--- src/rtl/stream_mux_pkg.sv ---
// Shared definitions for the round-robin packet stream multiplexer.
//  MODE_FIXED / MODE_RR : values of the mode input
//  state_t              : arbitration FSM state (IDLE = choosing, LOCKED = mid-packet)
package stream_mux_pkg;

  localparam logic MODE_FIXED = 1'b0;
  localparam logic MODE_RR    = 1'b1;

  typedef enum logic {
    IDLE   = 1'b0,
    LOCKED = 1'b1
  } state_t;

endpackage

--- src/rtl/stream_mux_rr_if.sv ---
// Bundles the N input streams and the single output stream of stream_mux_rr.
//  in_valid/in_data/in_last : per-channel beats, channel i data at [i*WIDTH +: WIDTH]
//  in_ready                 : per-channel accept from the mux (one-hot or zero)
//  out_valid/out_data/out_last/out_ch : registered merged stream and its source channel
//  out_ready                : downstream accept
// Handshake: a beat moves when valid && ready are both high on a rising clock edge;
// once valid is raised the beat (data/last/ch) stays stable until it is accepted.
interface stream_mux_rr_if #(
  parameter int N_CH  = 4,
  parameter int WIDTH = 8
) ();
  localparam int SEL_W = $clog2(N_CH);

  logic [N_CH-1:0]       in_valid;
  logic [N_CH*WIDTH-1:0] in_data;
  logic [N_CH-1:0]       in_last;
  logic [N_CH-1:0]       in_ready;
  logic                  out_valid;
  logic [WIDTH-1:0]      out_data;
  logic                  out_last;
  logic [SEL_W-1:0]      out_ch;
  logic                  out_ready;

  // Source/sink environment side.
  modport master (
    output in_valid, in_data, in_last, out_ready,
    input  in_ready, out_valid, out_data, out_last, out_ch
  );

  // Multiplexer side.
  modport slave (
    input  in_valid, in_data, in_last, out_ready,
    output in_ready, out_valid, out_data, out_last, out_ch
  );
endinterface

--- src/rtl/rr_arbiter.sv ---
// Combinational rotate-priority arbiter.
//  req   : request vector
//  ptr   : highest-priority index; priority falls off ptr, ptr+1, ... wrapping to 0
//  gnt   : one-hot grant (all zero when nothing requests)
//  index : binary index of the granted request (0 when nothing requests)
module rr_arbiter #(
  parameter int N = 4,
  localparam int IW = $clog2(N)
) (
  input  logic [N-1:0]  req,
  input  logic [IW-1:0] ptr,
  output logic [N-1:0]  gnt,
  output logic [IW-1:0] index
);

  logic found;
  int   c;

  always_comb begin
    gnt   = '0;
    index = '0;
    found = 1'b0;
    c     = 0;
    for (int k = 0; k < N; k++) begin
      c = int'(ptr) + k;
      if (c >= N) c = c - N;
      if (!found && req[c]) begin
        found  = 1'b1;
        gnt[c] = 1'b1;
        index  = IW'(c);
      end
    end
  end

endmodule

--- src/rtl/stream_mux_rr.sv ---
// N-channel packet stream multiplexer with fixed-select or round-robin arbitration.
//  clk, rst_n   : rising-edge clock, asynchronous active-low reset
//  mode, sel    : 0 = FIXED (channel sel), 1 = RR; sampled only between packets
//  bus          : input streams and registered output stream (stream_mux_rr_if.slave)
//  dbg_state_o  : arbitration FSM state
//  dbg_rr_ptr_o : round-robin priority pointer
// A granted channel owns the output until its last beat is accepted.
module stream_mux_rr
  import stream_mux_pkg::*;
#(
  parameter int N_CH  = 4,
  parameter int WIDTH = 8,
  localparam int SEL_W = $clog2(N_CH)
) (
  input  logic             clk,
  input  logic             rst_n,
  input  logic             mode,
  input  logic [SEL_W-1:0] sel,
  stream_mux_rr_if.slave   bus,
  output state_t           dbg_state_o,
  output logic [SEL_W-1:0] dbg_rr_ptr_o
);

  state_t           state_q;
  logic [SEL_W-1:0] grant_q;
  logic [SEL_W-1:0] rr_ptr_q;
  logic             run_q;
  logic             out_valid_q;
  logic [WIDTH-1:0] out_data_q;
  logic             out_last_q;
  logic [SEL_W-1:0] out_ch_q;

  logic [N_CH-1:0]  arb_gnt;
  logic [SEL_W-1:0] arb_idx;
  logic             load_en;
  logic             sel_ok;
  logic             cand;
  logic             accept;
  logic             beat_last;
  logic [SEL_W-1:0] g;
  logic [WIDTH-1:0] beat_data;
  logic [N_CH-1:0]  in_ready_c;

  rr_arbiter #(.N(N_CH)) u_arb (
    .req   (bus.in_valid),
    .ptr   (rr_ptr_q),
    .gnt   (arb_gnt),
    .index (arb_idx)
  );

  // Output register can take a new beat when empty or draining this cycle.
  assign load_en = !out_valid_q || bus.out_ready;
  // sel may encode channels that do not exist when N_CH is not a power of two.
  assign sel_ok  = ({1'b0, sel} < (SEL_W+1)'(N_CH));

  always_comb begin
    g    = '0;
    cand = 1'b0;
    if (state_q == LOCKED) begin
      g    = grant_q;
      cand = 1'b1;
    end else if (mode == MODE_RR) begin
      g    = arb_idx;
      cand = |arb_gnt;
    end else if (sel_ok) begin
      g    = sel;
      cand = bus.in_valid[sel];
    end
    in_ready_c = '0;
    // run_q keeps in_ready low during reset and for the edge that releases it,
    // so nothing is accepted while the output register is being cleared.
    if (cand && run_q) in_ready_c[g] = load_en;
    accept    = |(in_ready_c & bus.in_valid);
    beat_last = bus.in_last[g];
    beat_data = bus.in_data[int'(g)*WIDTH +: WIDTH];
  end

  always_ff @(posedge clk or negedge rst_n) begin
    if (!rst_n) begin
      state_q     <= IDLE;
      grant_q     <= '0;
      rr_ptr_q    <= '0;
      run_q       <= 1'b0;
      out_valid_q <= 1'b0;
      out_data_q  <= '0;
      out_last_q  <= 1'b0;
      out_ch_q    <= '0;
    end else begin
      run_q <= 1'b1;
      if (accept) begin
        out_valid_q <= 1'b1;
        out_data_q  <= beat_data;
        out_last_q  <= beat_last;
        out_ch_q    <= g;
        if (beat_last) begin
          state_q  <= IDLE;
          rr_ptr_q <= (g == SEL_W'(N_CH-1)) ? '0 : g + SEL_W'(1);
        end else begin
          state_q <= LOCKED;
          grant_q <= g;
        end
      end else if (bus.out_ready) begin
        out_valid_q <= 1'b0;
      end
    end
  end

  assign bus.in_ready  = in_ready_c;
  assign bus.out_valid = out_valid_q;
  assign bus.out_data  = out_data_q;
  assign bus.out_last  = out_last_q;
  assign bus.out_ch    = out_ch_q;
  assign dbg_state_o   = state_q;
  assign dbg_rr_ptr_o  = rr_ptr_q;

endmodule

--- src/flat_wrapper.sv ---
// flat-port wrapper written by rule: the top's interface ports become plain ports
module stream_mux_rr_flat import stream_mux_pkg::*;
#(
  parameter int N_CH  = 4,
  parameter int WIDTH = 8,
  localparam int SEL_W = $clog2(N_CH)
)
  (clk, rst_n, mode, sel, dbg_state_o, dbg_rr_ptr_o, bus_in_valid, bus_in_data, bus_in_last, bus_out_ready, bus_in_ready, bus_out_valid, bus_out_data, bus_out_last, bus_out_ch);
  stream_mux_rr_if #(.N_CH(N_CH), .WIDTH(WIDTH)) bus_i ();
  input  logic clk;
  input  logic rst_n;
  input  logic mode;
  input  logic [SEL_W-1:0] sel;
  output state_t dbg_state_o;
  output logic [SEL_W-1:0] dbg_rr_ptr_o;
  input wire logic [$bits(bus_i.in_valid)-1:0] bus_in_valid;
  input wire logic [$bits(bus_i.in_data)-1:0] bus_in_data;
  input wire logic [$bits(bus_i.in_last)-1:0] bus_in_last;
  input wire logic [$bits(bus_i.out_ready)-1:0] bus_out_ready;
  output wire logic [$bits(bus_i.in_ready)-1:0] bus_in_ready;
  output wire logic [$bits(bus_i.out_valid)-1:0] bus_out_valid;
  output wire logic [$bits(bus_i.out_data)-1:0] bus_out_data;
  output wire logic [$bits(bus_i.out_last)-1:0] bus_out_last;
  output wire logic [$bits(bus_i.out_ch)-1:0] bus_out_ch;
  assign bus_i.in_valid = bus_in_valid;
  assign bus_i.in_data = bus_in_data;
  assign bus_i.in_last = bus_in_last;
  assign bus_i.out_ready = bus_out_ready;
  assign bus_in_ready = bus_i.in_ready;
  assign bus_out_valid = bus_i.out_valid;
  assign bus_out_data = bus_i.out_data;
  assign bus_out_last = bus_i.out_last;
  assign bus_out_ch = bus_i.out_ch;
  stream_mux_rr #(.N_CH(N_CH), .WIDTH(WIDTH)) u_core (.clk(clk), .rst_n(rst_n), .mode(mode), .sel(sel), .bus(bus_i), .dbg_state_o(dbg_state_o), .dbg_rr_ptr_o(dbg_rr_ptr_o));
endmodule
--- config.mk ---
export PLATFORM = sky130hd
export DESIGN_NAME = stream_mux_rr_flat
export DESIGN_NICKNAME = d
export VERILOG_FILES = /design/src/rtl/stream_mux_pkg.sv /design/src/rtl/stream_mux_rr_if.sv /design/src/rtl/rr_arbiter.sv /design/src/rtl/stream_mux_rr.sv /design/src/flat_wrapper.sv
export SDC_FILE = /design/constraint.sdc
export NUM_CORES = 1
export LEC_CHECK = 0
export BUFFER_PORTS_ARGS = -buffer_cell sky130_fd_sc_hd__buf_2
export CAP_MARGIN = 5
export CORE_ASPECT_RATIO = 0.5
export CORE_MARGIN = 4
export CORE_UTILIZATION = 30
export DETAILED_ROUTE_END_ITERATION = 8
export GPL_TIMING_DRIVEN = 0
export MAX_ROUTING_LAYER = met4
export PLACE_DENSITY_LB_ADDON = 0.15
export SLEW_MARGIN = 30
export SYNTH_ARGS = -nofsm -noshare
export SYNTH_HDL_FRONTEND = slang
export SYNTH_SLANG_ARGS = --single-unit
--- constraint.sdc ---
create_clock -name clk -period 4.35 [get_ports clk]
set_clock_uncertainty 0.05 [all_clocks]
set_input_delay 0.2175 -clock clk [delete_from_list [all_inputs] [get_ports clk]]
set_output_delay 0.2175 -clock clk [all_outputs]
set_load 0.02 [all_outputs]
==> run summary <==
outcome -> finished, final reports clean
Post-route DRC -> 0
die area -> 6260 um^2
clock buffer depth -> 2
P_int -> 0.788 mW
EDFF count, synth -> 0
setup violators final -> 0
Hold Path Cell Cnt -> 3
final hold violations -> 0
LEAKAGE -> 0.977 nW
Area Overhead vs Synth -> 32.3%
Worst-Skew Late Latency -> 0.25 ns
GR Util All Layers -> 13.0%
fin. max-slew vios -> 0
Die H -> 58.0 um
first-pass GRT wire length -> 6260 um
worst-case reg-to-reg path depth -> 15
Worst Path Max Fanout -> 11
busiest grt layer -> met2
hold crit path type -> in -> reg
largest net degree at the start of global routing -> 19
most frequent cell after synthesis -> dfrtp_1
post-synth net total -> 187
initial detailed-routing violation count -> 53
Worst VDD drop -> 0.000245 V
routed vias -> 1327
initial antenna violation count -> 0
Final min period -> 4.06 ns
met1 Resource Use GR -> 16.4%
R2R Setup Slk -> 0.29 ns
Synth Instances -> 129
Worst Path Arrival -> 4.15 ns
WHS Endpoint -> u_core.bus.out_valid$_DFFE_PN0P_
Tcrit/Tclk final -> 93.3%
CTS tree -> built
grt met2 use -> 21.6%
Yosys warning count -> 0
Syn Area/Cell -> 11.6 um^2
P_sw -> 0.615 mW
RR Endpoint -> u_core.bus.out_data[3]$_DFFE_PN0P_
top cell type's share of synthesized area -> 30.1%
post-synthesis async set-or-reset flop share -> 100%
Setup crit start kind -> flop
Syn Std Cell Area -> 1500 um^2
top_reg_cell synth -> dfrtp_1
fmax -> 0.246 GHz
ant diodes -> 0
top cells by count, synth -> dfrtp_1, ha_1, mux4_2
share of layout cells above drive strength 1 -> 49.5%
met3 usage -> 2.34%
Cell variety after synth -> 43
sequential area share after synthesis -> 30.1%
WL per Instance -> 14.5 um
ANT nets after route -> 0
CTS H-Tree Depth -> 1
IO Pins -> 65
reg2reg start -> u_core.dbg_rr_ptr_o[1]$_DFFE_PN0P_
row count -> 17
cts bufs inserted -> 3
clock-pin slew of the registers on the worst-case setup and hold paths -> 0.07 ns
drt total wl -> 3870 um
IO Port Bufs -> 64
Net Sw Frac -> 43.9%
max cap viols -> 0
vias in the first global route -> 1335
Synth area leader -> dfrtp_1
power share of the clock group -> 9.6%
Reg power frac -> 22.0%
Pre-Repair DR Iteration Count -> 4
combinational share of power -> 68.3%
#FFs+latches synth -> 18
RSZ-0062 raised after global routing -> no
GPL Wtd Cong -> 0.789
clk root buf -> clkbuf_8
initial core utilization -> 32.5%
DIE WIDTH -> 108 um
clk sinks -> 18
Synth area leaders -> dfrtp_1, mux4_2, ha_1, mux2_4, nand2_1
crit path kind -> reg -> reg
Crit. End Element -> flop
Sum Neg Setup Slack -> 0 ns
dpl hpwl -> 3090 um
Final #Nets -> 259
Worst Hold Launch -> bus_out_ready
DR vias/cell -> 4.99
Cell Pwr Density -> 708 nW/um^2
grt ovf -> 0
WP data required -> 4.44 ns
Hold Slack -> 0.191 ns
core region area -> 4620 um^2
-- stage by stage --
step / instances / power (mW) / instance area (um^2) / utilization, % / worst slack (ns)
after floorplan: 129 / 1.03 / 1500 / - / 0.399
after global placement: 259 / 1.26 / 1900 / 41.2 / 0.111
after detailed placement: 259 / 1.28 / 1900 / 41.2 / 0.106
after CTS: 264 / 1.42 / 1970 / 42.6 / 0.0939
after global routing: 266 / 1.52 / 1980 / 43.0 / 0.0233
final: 266 / 1.40 / 1980 / 43.0 / 0.291
-- critical path: stages (launching register included) --
cell and delay [ns]:
dfrtp_1 0.55, inv_1 0.20, ha_1 0.41, mux4_2 0.58
nor2b_2 0.13, o21ai_1 0.06, a311o_1 0.41, and2_4 0.19
buf_12 0.15, inv_1 0.10, ha_1 0.17, a22oi_1 0.08
nand2_1 0.08, and2_1 0.20, buf_4 0.24, mux2_2 0.35
-- power by group through the flow --
stage / registers [mW] / logic [mW] / clock network [mW]
floorplan: 0.386 / 0.642 / 0
global placement: 0.314 / 0.947 / 0
detailed placement: 0.315 / 0.962 / 0
CTS: 0.314 / 0.962 / 0.142
global route: 0.323 / 1.06 / 0.147
finish: 0.309 / 0.959 / 0.135
-- layout by cell type, fill, tap and decap left out, types with 5 or more instances in the layout --
master	count
and2_1	5
buf_2	64
dfrtp_1	17
ha_1	12
inv_1	5
mux2_4	6
mux4_2	12
nand2_1	10
o21ai_0	5
o21ai_1	6
-- layer usage --
metal,up-vias,share of wire (%)
li1,631,-
met1,645,44
met2,47,49
met3,4,5.4
met4,0,0.98
met5,-,0
-- sequential cells by signal (all words and copies together) (netlist names) --
name and flops:
u_core.dbg_state_o 1, u_core.run_q 1, u_core.dbg_rr_ptr_o 2, u_core.bus.out_ch 2
u_core.bus.out_valid 1, u_core.bus.out_data 8, u_core.bus.out_last 1, u_core.grant_q 2
-- final cells by class --
class                   instances  area [um^2]
multi-input cells             102          991
repair buffers                 67          345
plain buffers                   3         35.0
well taps                      66         82.6
fillers                       488         2630
clock buffers                   4         55.1
flip-flops and latches         18          452
inverters                       6         22.5
-- worst max-delay path by stage --
stage | from | to | slack, ns | depth (start not counted)
6_report | u_core.dbg_rr_ptr_o[1]$_DFFE_PN0P_ | u_core.bus.out_data[3]$_DFFE_PN0P_ | 0.29 | 15
5_1_grt | u_core.dbg_rr_ptr_o[1]$_DFFE_PN0P_ | u_core.grant_q[1]$_DFFE_PN0P_ | 0.02 | 15
3_5_place_dp | u_core.dbg_rr_ptr_o[0]$_DFFE_PN0P_ | u_core.bus.out_data[3]$_DFFE_PN0P_ | 0.11 | 16
4_1_cts | u_core.dbg_rr_ptr_o[0]$_DFFE_PN0P_ | u_core.bus.out_data[3]$_DFFE_PN0P_ | 0.09 | 16
3_3_place_gp | u_core.dbg_rr_ptr_o[0]$_DFFE_PN0P_ | u_core.bus.out_data[3]$_DFFE_PN0P_ | 0.11 | 16
2_1_floorplan | u_core.dbg_rr_ptr_o[0]$_DFFE_PN0P_ | u_core.bus.out_data[0]$_DFFE_PN0P_ | 0.40 | 15
-- cells by family (layout without fill, tap and decap cells) --
logic type	after synthesis	in the layout	synth area share [%]
AOI/OAI and AO/OA	28	28	12.5
and+or+nand+nor	36	36	13.2
other	1	1	0.250
muxes	25	25	30.1
adders and majority gates	12	12	10.0
DFF	18	18	30.0
buffers and inverters	9	80	3.84
-- what timing repair did --
item / 4_1_cts / 5_1_grt
gates resized for setup: 0 / 1
endpoints found under the setup margin: 0 / 11
buffers inserted: 0 / 2
hold buffers: 1 / 0
endpoints found under the hold margin: 18 / 0
No activity file was read; power rests on OpenSTA's default activity.
